File: src/rtl/alu_pkg.sv
// rtl/alu_pkg.sv - shared condition-code and flag definitions for the ALU writeback path
package alu_pkg;

  typedef enum logic [3:0] {
    COND_EQ = 4'b0000,
    COND_NE = 4'b0001,
    COND_MI = 4'b0010,
    COND_PL = 4'b0011,
    COND_VS = 4'b0100,
    COND_VC = 4'b0101,
    COND_IV = 4'b0110,
    COND_NI = 4'b0111,
    COND_GE = 4'b1000,
    COND_LT = 4'b1001,
    COND_GT = 4'b1010,
    COND_LE = 4'b1011,
    COND_AL = 4'b1110,
    COND_NV = 4'b1111
  } cond_e;

  localparam int FLAG_N = 31;
  localparam int FLAG_Z = 30;
  localparam int FLAG_I = 29;
  localparam int FLAG_V = 28;

  // Position of each flag inside the packed 4-bit NZIV nibble.
  localparam int NZIV_N = FLAG_N - FLAG_V;
  localparam int NZIV_Z = FLAG_Z - FLAG_V;
  localparam int NZIV_I = FLAG_I - FLAG_V;
  localparam int NZIV_V = 0;

endpackage

File: src/rtl/alu_writeback_if.sv
// rtl/alu_writeback_if.sv - execute-side input, register-file-side output and status bundle
interface alu_writeback_if #(
  parameter int DATA_W = 32,
  parameter int REG_AW = 4
);
  logic              in_valid;
  logic              in_ready;
  logic [DATA_W-1:0] in_result;
  logic [31:0]       in_flags;
  logic [3:0]        in_cond;
  logic              in_set_flags;
  logic              in_wen;
  logic [REG_AW-1:0] in_rd;
  logic              out_valid;
  logic              out_ready;
  logic [DATA_W-1:0] out_data;
  logic [REG_AW-1:0] out_rd;
  logic [31:0]       status;
  logic              busy;

  modport master (
    output in_valid, in_result, in_flags, in_cond, in_set_flags, in_wen, in_rd, out_ready,
    input  in_ready, out_valid, out_data, out_rd, status, busy
  );

  modport slave (
    input  in_valid, in_result, in_flags, in_cond, in_set_flags, in_wen, in_rd, out_ready,
    output in_ready, out_valid, out_data, out_rd, status, busy
  );
endinterface

File: src/rtl/cond_check.sv
// rtl/cond_check.sv - evaluates a condition code against the NZIV flag nibble
module cond_check
  import alu_pkg::*;
(
  input  logic [3:0] cond,
  input  logic [3:0] nziv,
  output logic       pass
);
  logic n, z, i, v;

  assign n = nziv[NZIV_N];
  assign z = nziv[NZIV_Z];
  assign i = nziv[NZIV_I];
  assign v = nziv[NZIV_V];

  always_comb begin
    pass = 1'b0;
    case (cond)
      COND_EQ: pass = z;
      COND_NE: pass = !z;
      COND_MI: pass = n;
      COND_PL: pass = !n;
      COND_VS: pass = v;
      COND_VC: pass = !v;
      COND_IV: pass = i;
      COND_NI: pass = !i;
      COND_GE: pass = (n == v);
      COND_LT: pass = (n != v);
      COND_GT: pass = !z && (n == v);
      COND_LE: pass = z || (n != v);
      COND_AL: pass = 1'b1;
      default: pass = 1'b0;
    endcase
  end
endmodule

File: src/rtl/alu_writeback.sv
// rtl/alu_writeback.sv - conditional status commit and 2-entry register-write FIFO
module alu_writeback
  import alu_pkg::*;
#(
  parameter int DATA_W = 32,
  parameter int REG_AW = 4
) (
  input logic           clk,
  input logic           rst_n,
  alu_writeback_if.slave bus
);
  logic [DATA_W-1:0] mem_data [2];
  logic [REG_AW-1:0] mem_rd   [2];
  logic              wr_ptr;
  logic              rd_ptr;
  logic [1:0]        count;
  logic [3:0]        nziv;
  logic              pass;
  logic              accept;
  logic              push;
  logic              pop;
  logic              set_flags;

  cond_check u_cond (
    .cond (bus.in_cond),
    .nziv (nziv),
    .pass (pass)
  );

  // Readiness depends only on registered occupancy so out_ready never reaches in_ready.
  assign bus.in_ready = (count != 2'd2);
  assign accept       = bus.in_valid && bus.in_ready;
  assign push         = accept && pass && bus.in_wen;
  assign pop          = (count != 2'd0) && bus.out_ready;
  assign set_flags    = accept && pass && bus.in_set_flags;

  assign bus.out_valid = (count != 2'd0);
  assign bus.busy      = (count != 2'd0);
  assign bus.out_data  = mem_data[rd_ptr];
  assign bus.out_rd    = mem_rd[rd_ptr];
  assign bus.status    = {nziv, 28'd0};

  always_ff @(posedge clk or negedge rst_n) begin
    if (!rst_n) begin
      for (int k = 0; k < 2; k++) begin
        mem_data[k] <= '0;
        mem_rd[k]   <= '0;
      end
      wr_ptr <= 1'b0;
      rd_ptr <= 1'b0;
      count  <= 2'd0;
      nziv   <= 4'd0;
    end else begin
      if (push) begin
        mem_data[wr_ptr] <= bus.in_result;
        mem_rd[wr_ptr]   <= bus.in_rd;
        wr_ptr           <= ~wr_ptr;
      end
      if (pop) begin
        rd_ptr <= ~rd_ptr;
      end
      case ({push, pop})
        2'b10:   count <= count + 2'd1;
        2'b01:   count <= count - 2'd1;
        default: count <= count;
      endcase
      if (set_flags) begin
        nziv <= bus.in_flags[FLAG_N:FLAG_V];
      end
    end
  end
endmodule

File: src/flat_wrapper.sv
// flat-port wrapper written by rule: the top's interface ports become plain ports
module alu_writeback_flat import alu_pkg::*;
#(
  parameter int DATA_W = 32,
  parameter int REG_AW = 4
)
  (clk, rst_n, bus_in_valid, bus_in_result, bus_in_flags, bus_in_cond, bus_in_set_flags, bus_in_wen, bus_in_rd, bus_out_ready, bus_in_ready, bus_out_valid, bus_out_data, bus_out_rd, bus_status, bus_busy);
  alu_writeback_if #(.DATA_W(DATA_W), .REG_AW(REG_AW)) bus_i ();
  input logic clk;
  input logic rst_n;
  input wire logic [$bits(bus_i.in_valid)-1:0] bus_in_valid;
  input wire logic [$bits(bus_i.in_result)-1:0] bus_in_result;
  input wire logic [$bits(bus_i.in_flags)-1:0] bus_in_flags;
  input wire logic [$bits(bus_i.in_cond)-1:0] bus_in_cond;
  input wire logic [$bits(bus_i.in_set_flags)-1:0] bus_in_set_flags;
  input wire logic [$bits(bus_i.in_wen)-1:0] bus_in_wen;
  input wire logic [$bits(bus_i.in_rd)-1:0] bus_in_rd;
  input wire logic [$bits(bus_i.out_ready)-1:0] bus_out_ready;
  output wire logic [$bits(bus_i.in_ready)-1:0] bus_in_ready;
  output wire logic [$bits(bus_i.out_valid)-1:0] bus_out_valid;
  output wire logic [$bits(bus_i.out_data)-1:0] bus_out_data;
  output wire logic [$bits(bus_i.out_rd)-1:0] bus_out_rd;
  output wire logic [$bits(bus_i.status)-1:0] bus_status;
  output wire logic [$bits(bus_i.busy)-1:0] bus_busy;
  assign bus_i.in_valid = bus_in_valid;
  assign bus_i.in_result = bus_in_result;
  assign bus_i.in_flags = bus_in_flags;
  assign bus_i.in_cond = bus_in_cond;
  assign bus_i.in_set_flags = bus_in_set_flags;
  assign bus_i.in_wen = bus_in_wen;
  assign bus_i.in_rd = bus_in_rd;
  assign bus_i.out_ready = bus_out_ready;
  assign bus_in_ready = bus_i.in_ready;
  assign bus_out_valid = bus_i.out_valid;
  assign bus_out_data = bus_i.out_data;
  assign bus_out_rd = bus_i.out_rd;
  assign bus_status = bus_i.status;
  assign bus_busy = bus_i.busy;
  alu_writeback #(.DATA_W(DATA_W), .REG_AW(REG_AW)) u_core (.clk(clk), .rst_n(rst_n), .bus(bus_i));
endmodule
File: config.mk
export PLATFORM = sky130hd
export DESIGN_NAME = alu_writeback_flat
export DESIGN_NICKNAME = d
export VERILOG_FILES = /design/src/rtl/alu_pkg.sv /design/src/rtl/alu_writeback_if.sv /design/src/rtl/cond_check.sv /design/src/rtl/alu_writeback.sv /design/src/flat_wrapper.sv
export SDC_FILE = /design/constraint.sdc
export NUM_CORES = 1
export LEC_CHECK = 0
export ABC_AREA = 1
export CAP_MARGIN = 30
export CORE_ASPECT_RATIO = 0.5
export CORE_MARGIN = 2
export CORE_UTILIZATION = 45
export DETAILED_ROUTE_END_ITERATION = 7
export PLACE_DENSITY = 0.8
export SYNTH_ARGS = -nofsm -noshare
export SYNTH_HDL_FRONTEND = slang
export SYNTH_HIERARCHICAL = 1
export SYNTH_SLANG_ARGS = --single-unit
File: constraint.sdc
create_clock -name clk -period 2.8 [get_ports clk]
set_input_delay 0.28 -clock clk [delete_from_list [all_inputs] [get_ports clk]]
set_output_delay 0.28 -clock clk [all_outputs]
set_load 0.1 [all_outputs]
==> impl_results.md, run 1 <==
* Status: complete, no violations
* Layout cell share with drive strength beyond 1 at 0.127
* Data arrival, critical path at 2.51 ns
* Post-synth cell types at 23
* GRT Residual Overflow at 0
* Cell area after synthesis at 4220 µm²
* Relative slew slack at 0.526
* Clk buf depth at 2
* Final Max Slew Viols at 0
* # fillers at 722
* Worst Max-Slew Pin Slew at 0.711 ns
* Detailed Place HPWL at 6.77 mm
* Post-synthesis sequential area ratio at 0.475
* Ant. Diodes at 0
* Die Footprint at 10200 µm²
* Period minus WS final at 2.24 ns
* Reg-to-reg slack, setup at 0.63 ns
* Min-Delay Path Class: input port to async pin
* Die Height at 72.4 µm
* Total number of vias at 3913
* Clock sink total at 80
* First-pass GRT wire length at 18.0 mm
* Top cell type's share of synthesized area at 0.475
* Number of port buffers at 92
* DR WL/cell at 14.9 µm
* H-tree Lvls at 3
* CP Data Required Time at 3.07 ns
* Adder and majority gate portion of the synthesized area at 0.00297
* Area contributors post-synth: dfrtp_1 47%, nand2_1 25%, nand4_1 11%
* Max Cap Violations at 0
* Complex-gate fraction of the synthesized area at 0.0110
* Reg clk slew, reported paths at 0.06 ns
* FP Rows at 24
* Via density at 5.29
* Worst setup EP type: register
* Largest net degree at the start of global routing at 73
* Final Hold Viols at 0
* Average cell area after synthesis at 7.78 µm²
* Proportion of synthesized area in mux cells at 0
* # setup viols final at 0
* Skew-Pair Late Insertion Delay at 0.34 ns
* Final wirelength at 11.0 mm
* CTS tree: done
* I/O pin cnt at 149
* Final Net Count at 696
* Gate count of the mapped netlist at 542
* Seq cells post-synth at 80
* Final period utilization at 0.799
* CP startpoint kind: input port
* Synth warnings at 6
* Post-CTS Setup Inserts at 0
* Synth Area in Simple Gates at 0.386
* Core Area at 8890 µm²
* CTS-repair resized insts at 0
* Maximum fanout along the worst path at 72
* Largest area contributor in the netlist: dfrtp_1
* Main combinational cell family by area after synthesis: simple AND/OR/NAND/NOR gates
* Initial detailed-routing violation count at 355
* Unrepaired setup endpoints after global routing: no
* Area Growth Syn to Fin at 36.5%
* Initial antenna violation count at 0
* Routed Antenna Nets at 0
* Vias in the first global route at 3803
* Setup Skew at 0.00460 ns
* Root buffer cell: clkbuf_16
* Starting Density at 0.474
* Crit path kind: input port to register
* Die Span X at 141 µm
* Setup tns final at 0 ns
* First drt pass iteration count at 5
* Overall Global Routing Usage at 0.223
* DR DRC count at 0
* FMAX at 447 MHz
* CTS Buf Count at 9
* Synth Area in XOR/XNOR at 0.00623
* Gpl congestion at 0.761
==> sequential cells by signal, summed over array words and instances, names as in the netlist <==
register / flops
u_core/count: 2
u_core/mem_data: 64
u_core/mem_rd: 8
u_core/nziv: 4
u_core/rd_ptr: 1
u_core/wr_ptr: 1
==> placed cells by master, fill, tap and decap left out, drive strengths merged <==
| cell type | instances |
|---|---|
| nor2 | 4 |
| bufinv | 4 |
| clkinv | 2 |
| conb | 28 |
| ha | 1 |
| dlygate4sd3 | 1 |
| clkbuf | 10 |
| buf | 53 |
| nand3 | 8 |
| nand2 | 284 |
| dfrtp | 80 |
| xnor2 | 1 |
| inv | 16 |
| xor2 | 2 |
| clkdlybuf4s50 | 47 |
| o21ai | 5 |
| a21oi | 2 |
| nand4 | 74 |
==> final cells by class <==
class / instances / area (µm²) / share of cell area
multi-input combinational: 409 / 1820 / 0.316
clock buffer: 10 / 239 / 0.0415
inverter: 16 / 60.1 / 0.0104
tap: 117 / 146 / 0.0254
sequential: 80 / 2000 / 0.348
timing repair buffer: 101 / 1360 / 0.236
clock inverter: 6 / 130 / 0.0226
==> cells by family (layout without fill, tap and decap cells) <==
kind of cell               Yosys count  count (layout)
xor gates and xnor gates             3               3
AOI/OAI and AO/OA                    7               7
DFF                                 80              80
and+or+nand+nor                    370             370
other                                1              28
adders and majority gates            1               1
buffers and inverters               80             133
==> synthesized netlist by cell type (all sizes together) <==
library cell / instances
ha: 1
clkbuf: 2
nand4: 74
nor2: 4
xnor2: 1
nand2: 284
xor2: 2
buf: 62
inv: 16
dfrtp: 80
nand3: 8
o21ai: 5
a21oi: 2
conb: 1
==> per-stage QoR <==
step | cells | util | hold slack, ns | setup slack, ns | area, µm²
final | 739 | 0.648 | 0.365 | 0.564 | 5760
after global routing | 739 | 0.648 | 0.382 | 0.318 | 5760
after CTS | 739 | 0.648 | 0.360 | 0.587 | 5760
after detailed placement | 722 | 0.605 | 0.181 | 0.281 | 5380
after global placement | 721 | 0.602 | 0.462 | 0.386 | 5350
after floorplan | 569 | - | -0.0156 | 0.197 | 4320
==> worst max-delay path, cell delays in order <==
cell and delay, ns:
clkdlybuf4s50_1 0.57, inv_1 0.09, nand3_2 0.08, nand3_1 0.08
nand3_1 0.09, nand3_1 0.07, nand2_1 0.08, nand2_1 0.10
a21oi_4 0.13, buf_4 0.57, nand4_1 0.21, nand2_1 0.12
==> worst paths after layout <==
path | startpoint | to | depth (start not counted)
max in group asynchronous | rst_n | u_core/nziv[2] | 3
min | rst_n | u_core/mem_data[39] | 2
max | bus_in_cond[3] | u_core/mem_data[14] | 12
min reg2reg | u_core/mem_data[36] | u_core/mem_data[36] | 2
min in group clk | bus_in_wen | u_core/mem_data[23] | 3
max reg2reg | u_core/nziv[0] | u_core/mem_data[14] | 11
==> routing by layer <==
layer / GRT usage / wire [µm] / vias to the layer above
met5: 0 / 0 / -
met4: 0.0933 / 178 / 0
met1: 0.277 / 4600 / 1880
met2: 0.385 / 5570 / 167
li1: - / - / 1849
met3: 0.0488 / 684 / 17
==> timing repair <==
action / CTS / global route
endpoints found under the setup margin: 0 / 0
hold endpoints to repair: 18 / 0
hold buffers: 1 / 0
Power of run 1 is not shown: default switching activity piles up to over one toggle a cycle in this logic, so the estimate is an artifact.
==> run 2, diff against run 1 <==
==> constraint.sdc (replaced) <==
create_clock -name clk -period 2.16 [get_ports clk]
set_input_delay 0.216 -clock clk [delete_from_list [all_inputs] [get_ports clk]]
set_output_delay 0.216 -clock clk [all_outputs]
set_load 0.1 [all_outputs]
==> impl_results.md, run 2 (same netlist as run 1, synthesis figures left out) <==
* FP Rows at 24
* Crit path kind: register to register
* Relative slew slack at 0.590
* Largest register FFs at 64
* Unrepaired setup endpoints after global routing: no
* Gpl congestion at 0.773
* Layout cell share with drive strength beyond 1 at 0.147
* I/O pin cnt at 149
* H-tree Lvls at 3
* Final period utilization at 0.924
* Placed Cells at 732
* CP startpoint kind: register
* Clock sink total at 80
* Critical path's slowest cell: dfrtp_4
* Met1 GRT Util at 0.280
* Non-filler cells, final at 749
* CP cell instances: inv_1 -> nand2_1 -> nand2_1 -> nand2_1 -> nand2_1 -> nand3_1 -> nand2_1 -> nand2_1 -> a21oi_4 -> nand2_1 -> ha_4 -> inv_1 -> nand3_1 -> xor2_1
* Die Span X at 141 µm
* Top Usage Layer GRT: met2
* Die Height at 72.4 µm
* First-pass GRT wire length at 18.1 mm
* Vias in the first global route at 3881
* Max Cap Violations at 0
* Most frequent cells in the layout: 282 x nand2_1, 76 x dfrtp_1, 72 x nand4_1
* First drt pass iteration count at 5
* Detailed Place HPWL at 6.83 mm
* Min-Delay Path Class: input port to register
* DR DRC count at 0
* Ant. Diodes at 0
* Core Area at 8890 µm²
* Largest Register: u_core/mem_data
* Final Hold Viols at 0
* Overall Global Routing Usage at 0.223
* FMAX at 501 MHz
* Met2 usage at 0.393
* Initial detailed-routing violation count at 408
* Final wirelength at 11.0 mm
* Skew-Pair Late Insertion Delay at 0.34 ns
* Total number of vias at 3921
* CTS Buf Count at 9
* Starting Density at 0.474
* Via density at 5.23
* CP most frequent cell: nand2_1
* Initial antenna violation count at 0
* # setup viols final at 0
* DR WL/cell at 14.7 µm
* Post-CTS Setup Inserts at 0
* Delay-heaviest family, CP: simple AND/OR/NAND/NOR gates
* GRT Residual Overflow at 0
* Grt met3 use at 0.0409
* Setup WS post-layout at 0.165 ns
* CP Data Required Time at 2.42 ns
* Worst setup EP type: register
* Worst Max-Slew Pin Slew at 0.614 ns
* Reg clk slew, reported paths at 0.06 ns
* Routed Antenna Nets at 0
* Setup tns final at 0 ns
* Setup Skew at 0.00596 ns
* Period minus WS final at 2.00 ns
* Final Max Slew Viols at 0
* DP Worst Slack at -0.112 ns
* Area Growth Syn to Fin at 38.4%
* Root buffer cell: clkbuf_16
* Buffer and inverter count on the worst path at 2
* Number of port buffers at 92
* Largest net degree at the start of global routing at 49
* Clk buf depth at 2
* Commonest non-fill, non-tap cell in the layout: nand2_1
* Maximum fanout along the worst path at 4
* Die Footprint at 10200 µm²
* CP peak stage delay at 0.49 ns
* CTS tree: done
* Final Net Count at 706
* Status: complete, no violations
* Largest registers: u_core/mem_data (64), u_core/mem_rd (8), u_core/nziv (4)
* Data arrival, critical path at 2.25 ns
==> run 2: changes by cell type in the layout (fill, tap and decap cells not counted), moves of 2 or more <==
cell       change
buf_4          +8
clkbuf_1       +2
dfrtp_4        +4
buf_12         +3
dfrtp_1        -4
bufinv_16      -2
==> run 2: per-layer routing <==
| metal | up-vias | share of wire |
|---|---|---|
| met2 | 138 | 0.50 |
| met1 | 1895 | 0.43 |
| met5 | - | 0 |
| met3 | 16 | 0.055 |
| li1 | 1872 | - |
| met4 | 0 | 0.016 |
==> run 2: path summary, 6_finish.rpt <==
kind	cells after the start	to	slack, ns	startpoint
max	14	u_core/count[1]	0.16	u_core/nziv[2]
min	3	u_core/mem_data[21]	0.26	bus_in_wen
max reg2reg	14	u_core/count[1]	0.16	u_core/nziv[2]
min reg2reg	2	u_core/mem_data[4]	0.48	u_core/mem_data[4]
max in group asynchronous	3	u_core/mem_data[4]	0.99	rst_n
min in group asynchronous	2	u_core/mem_data[44]	0.44	rst_n
==> run 2: final cells by class <==
type / count / area [µm²]
inverter: 16 / 60.1
multi-input combinational: 409 / 1840
timing repair buffer: 111 / 1450
fill: 689 / 3050
clock buffer: 13 / 260
clock inverter: 3 / 65.1
sequential: 80 / 2020
tap: 117 / 146
==> run 2: repair_timing <==
item | 4_1_cts | 5_1_grt
resized for setup | 0 | 0
hold endpoints to repair | 46 | 0
hold buffers | 1 | 0
==> run 2: stage by stage <==
| step | instance area [µm²] | hold slack, ns | util |
|---|---|---|---|
| global placement | 5500 | 0.262 | 0.619 |
| global route | 5840 | 0.280 | 0.657 |
| CTS | 5840 | 0.250 | 0.657 |
| finish | 5840 | 0.262 | 0.657 |
| detailed placement | 5500 | 0.270 | 0.619 |
| floorplan | 4350 | -0.0796 | - |
==> run 2: worst reg2reg max path, cell delays in order (launching register included) <==
cell,delay [ns]
dfrtp_4,0.49
inv_1,0.07
nand2_1,0.06
nand2_1,0.07
nand2_1,0.05
nand2_1,0.07
nand3_1,0.07
nand2_1,0.07
nand2_1,0.10
a21oi_4,0.14
nand2_1,0.12
ha_4,0.30
inv_1,0.03
nand3_1,0.09
xor2_1,0.16
Power of run 2 is left out for the same reason.
==> run 3, diff against run 2 <==
--- a/config.mk
+++ b/config.mk
@@ -9,9 +9,9 @@
 export CAP_MARGIN = 30
 export CORE_ASPECT_RATIO = 0.5
 export CORE_MARGIN = 2
-export CORE_UTILIZATION = 45
+export CORE_UTILIZATION = 49
 export DETAILED_ROUTE_END_ITERATION = 7
-export PLACE_DENSITY = 0.8
+export PLACE_DENSITY = 0.86
 export SYNTH_ARGS = -nofsm -noshare
 export SYNTH_HDL_FRONTEND = slang
 export SYNTH_HIERARCHICAL = 1
==> constraint.sdc (replaced) <==
create_clock -name clk -period 2.4 [get_ports clk]
set_input_delay 0.24 -clock clk [delete_from_list [all_inputs] [get_ports clk]]
set_output_delay 0.24 -clock clk [all_outputs]
set_load 0.1 [all_outputs]
==> impl_results.md, run 3 (same netlist as run 1, synthesis figures left out) <==
* Via density at 5.48
* Number of port buffers at 92
* CP cell instances: clkdlybuf4s50_1 -> inv_2 -> nand3_1 -> nand3_1 -> o21ai_0 -> nand2_1 -> nand2_1 -> nand2_1 -> a21oi_4 -> nand2_1 -> ha_1 -> inv_1 -> nand3_1 -> xor2_1
* Ant. Diodes at 0
* Commonest non-fill, non-tap cell in the layout: nand2_1
* Area Growth Syn to Fin at 36.1%
* Final Net Count at 697
* Core Area at 8170 µm²
* Setup WS post-layout at 0.346 ns
* Post-CTS Setup Inserts at 0
* Gpl congestion at 0.765
* Crit path kind: input port to register
* Unrepaired setup endpoints after global routing: no
* Setup tns final at 0 ns
* I/O pin cnt at 149
* Period minus WS final at 2.05 ns
* FP Rows at 23
* Worst setup EP type: register
* Largest register FFs at 64
* # setup viols final at 0
* Non-filler cells, final at 735
* CTS Hold Buffers Added at 0
* CP most frequent cell: nand2_1
* Final Hold Viols at 0
* Skew-Pair Late Insertion Delay at 0.34 ns
* Initial antenna violation count at 0
* Critical Path Start: bus_in_cond[1]
* Layout cell share with drive strength beyond 1 at 0.136
* Vias in the first global route at 4001
* Status: complete, no violations
* Detailed Place HPWL at 6.89 mm
* Relative slew slack at 0.374
* First drt pass iteration count at 6
* Final wirelength at 11.4 mm
* Starting Density at 0.516
* R2R Path Start: u_core/nziv[1]
* CTS-repair resized insts at 0
* Min-Delay Path Class: input port to async pin
* Initial detailed-routing violation count at 456
* Max Cap Violations at 0
* Delay-heaviest family, CP: buffers and inverters
* Placed Cells at 719
* Setup Skew at 0.00807 ns
* H-tree Lvls at 3
* CTS Buf Count at 9
* Largest registers: u_core/mem_data (64), u_core/mem_rd (8), u_core/nziv (4)
* Maximum fanout along the worst path at 4
* Final period utilization at 0.856
* Worst Max-Slew Pin Slew at 0.939 ns
* CTS tree: done
* Largest net degree at the start of global routing at 78
* CP Data Required Time at 2.62 ns
* Root buffer cell: clkbuf_16
* Data arrival, critical path at 2.27 ns
* DR WL/cell at 15.5 µm
* Clock sink total at 80
* CP peak stage delay at 0.57 ns
* First-pass GRT wire length at 19.1 mm
* Final Max Slew Viols at 0
* DR DRC count at 0
* Die Footprint at 9410 µm²
* Die Height at 69.6 µm
* GRT Residual Overflow at 0
* Overall Global Routing Usage at 0.254
* Clk buf depth at 2
* Hold slack at 0.0374 ns
* Die Span X at 135 µm
* Routed Antenna Nets at 0
* Total number of vias at 4031
* FMAX at 487 MHz
* Most frequent cells in the layout: 282 x nand2_1, 76 x dfrtp_1, 72 x nand4_1
* Buffer and inverter count on the worst path at 3
* Reg clk slew, reported paths at 0.06 ns
* CP startpoint kind: input port
* Largest Register: u_core/mem_data
* DP Worst Slack at 0.0247 ns
* Critical path's slowest cell: clkdlybuf4s50_1
==> run 3: cell types whose count changed in the layout (fill, tap and decap cells not counted), moves of 2 or more <==
cell	change
buf_4	-6
dfrtp_2	+4
dfrtp_4	-4
buf_12	-2
clkbuf_1	-2
==> run 3: worst paths after layout <==
kind	endpoint	slack [ns]	depth (start not counted)
max reg2reg	u_core/count[1]	0.40	12
max in group asynchronous	u_core/nziv[0]	1.70	1
max	u_core/count[1]	0.35	14
min in group clk	u_core/mem_data[26]	0.34	3
min	u_core/mem_data[10]	0.04	1
min reg2reg	u_core/mem_data[2]	0.48	2
==> run 3: layout make-up <==
type | count | area (µm²)
fillers | 543 | 2440
flip-flops and latches | 80 | 2010
multi-input cells | 409 | 1820
repair buffers | 102 | 1360
clock buffers | 10 | 239
well taps | 112 | 140
clock inverters | 6 | 115
inverters | 16 | 60.1
==> run 3: metrics by stage <==
stage	area, µm²	util
6_report	5740	0.702
5_1_grt	5740	0.702
4_1_cts	5740	0.702
3_5_place_dp	5380	0.659
3_3_place_gp	5380	0.659
2_1_floorplan	4320	-
==> run 3: layer usage <==
layer / GRT usage / routed length (µm) / vias up
li1: - / - / 1861
met1: 0.313 / 4440 / 1923
met2: 0.444 / 5930 / 228
met3: 0.0497 / 830 / 19
met4: 0.0926 / 174 / 0
met5: 0 / 0 / -
Power of run 3 is left out for the same reason.
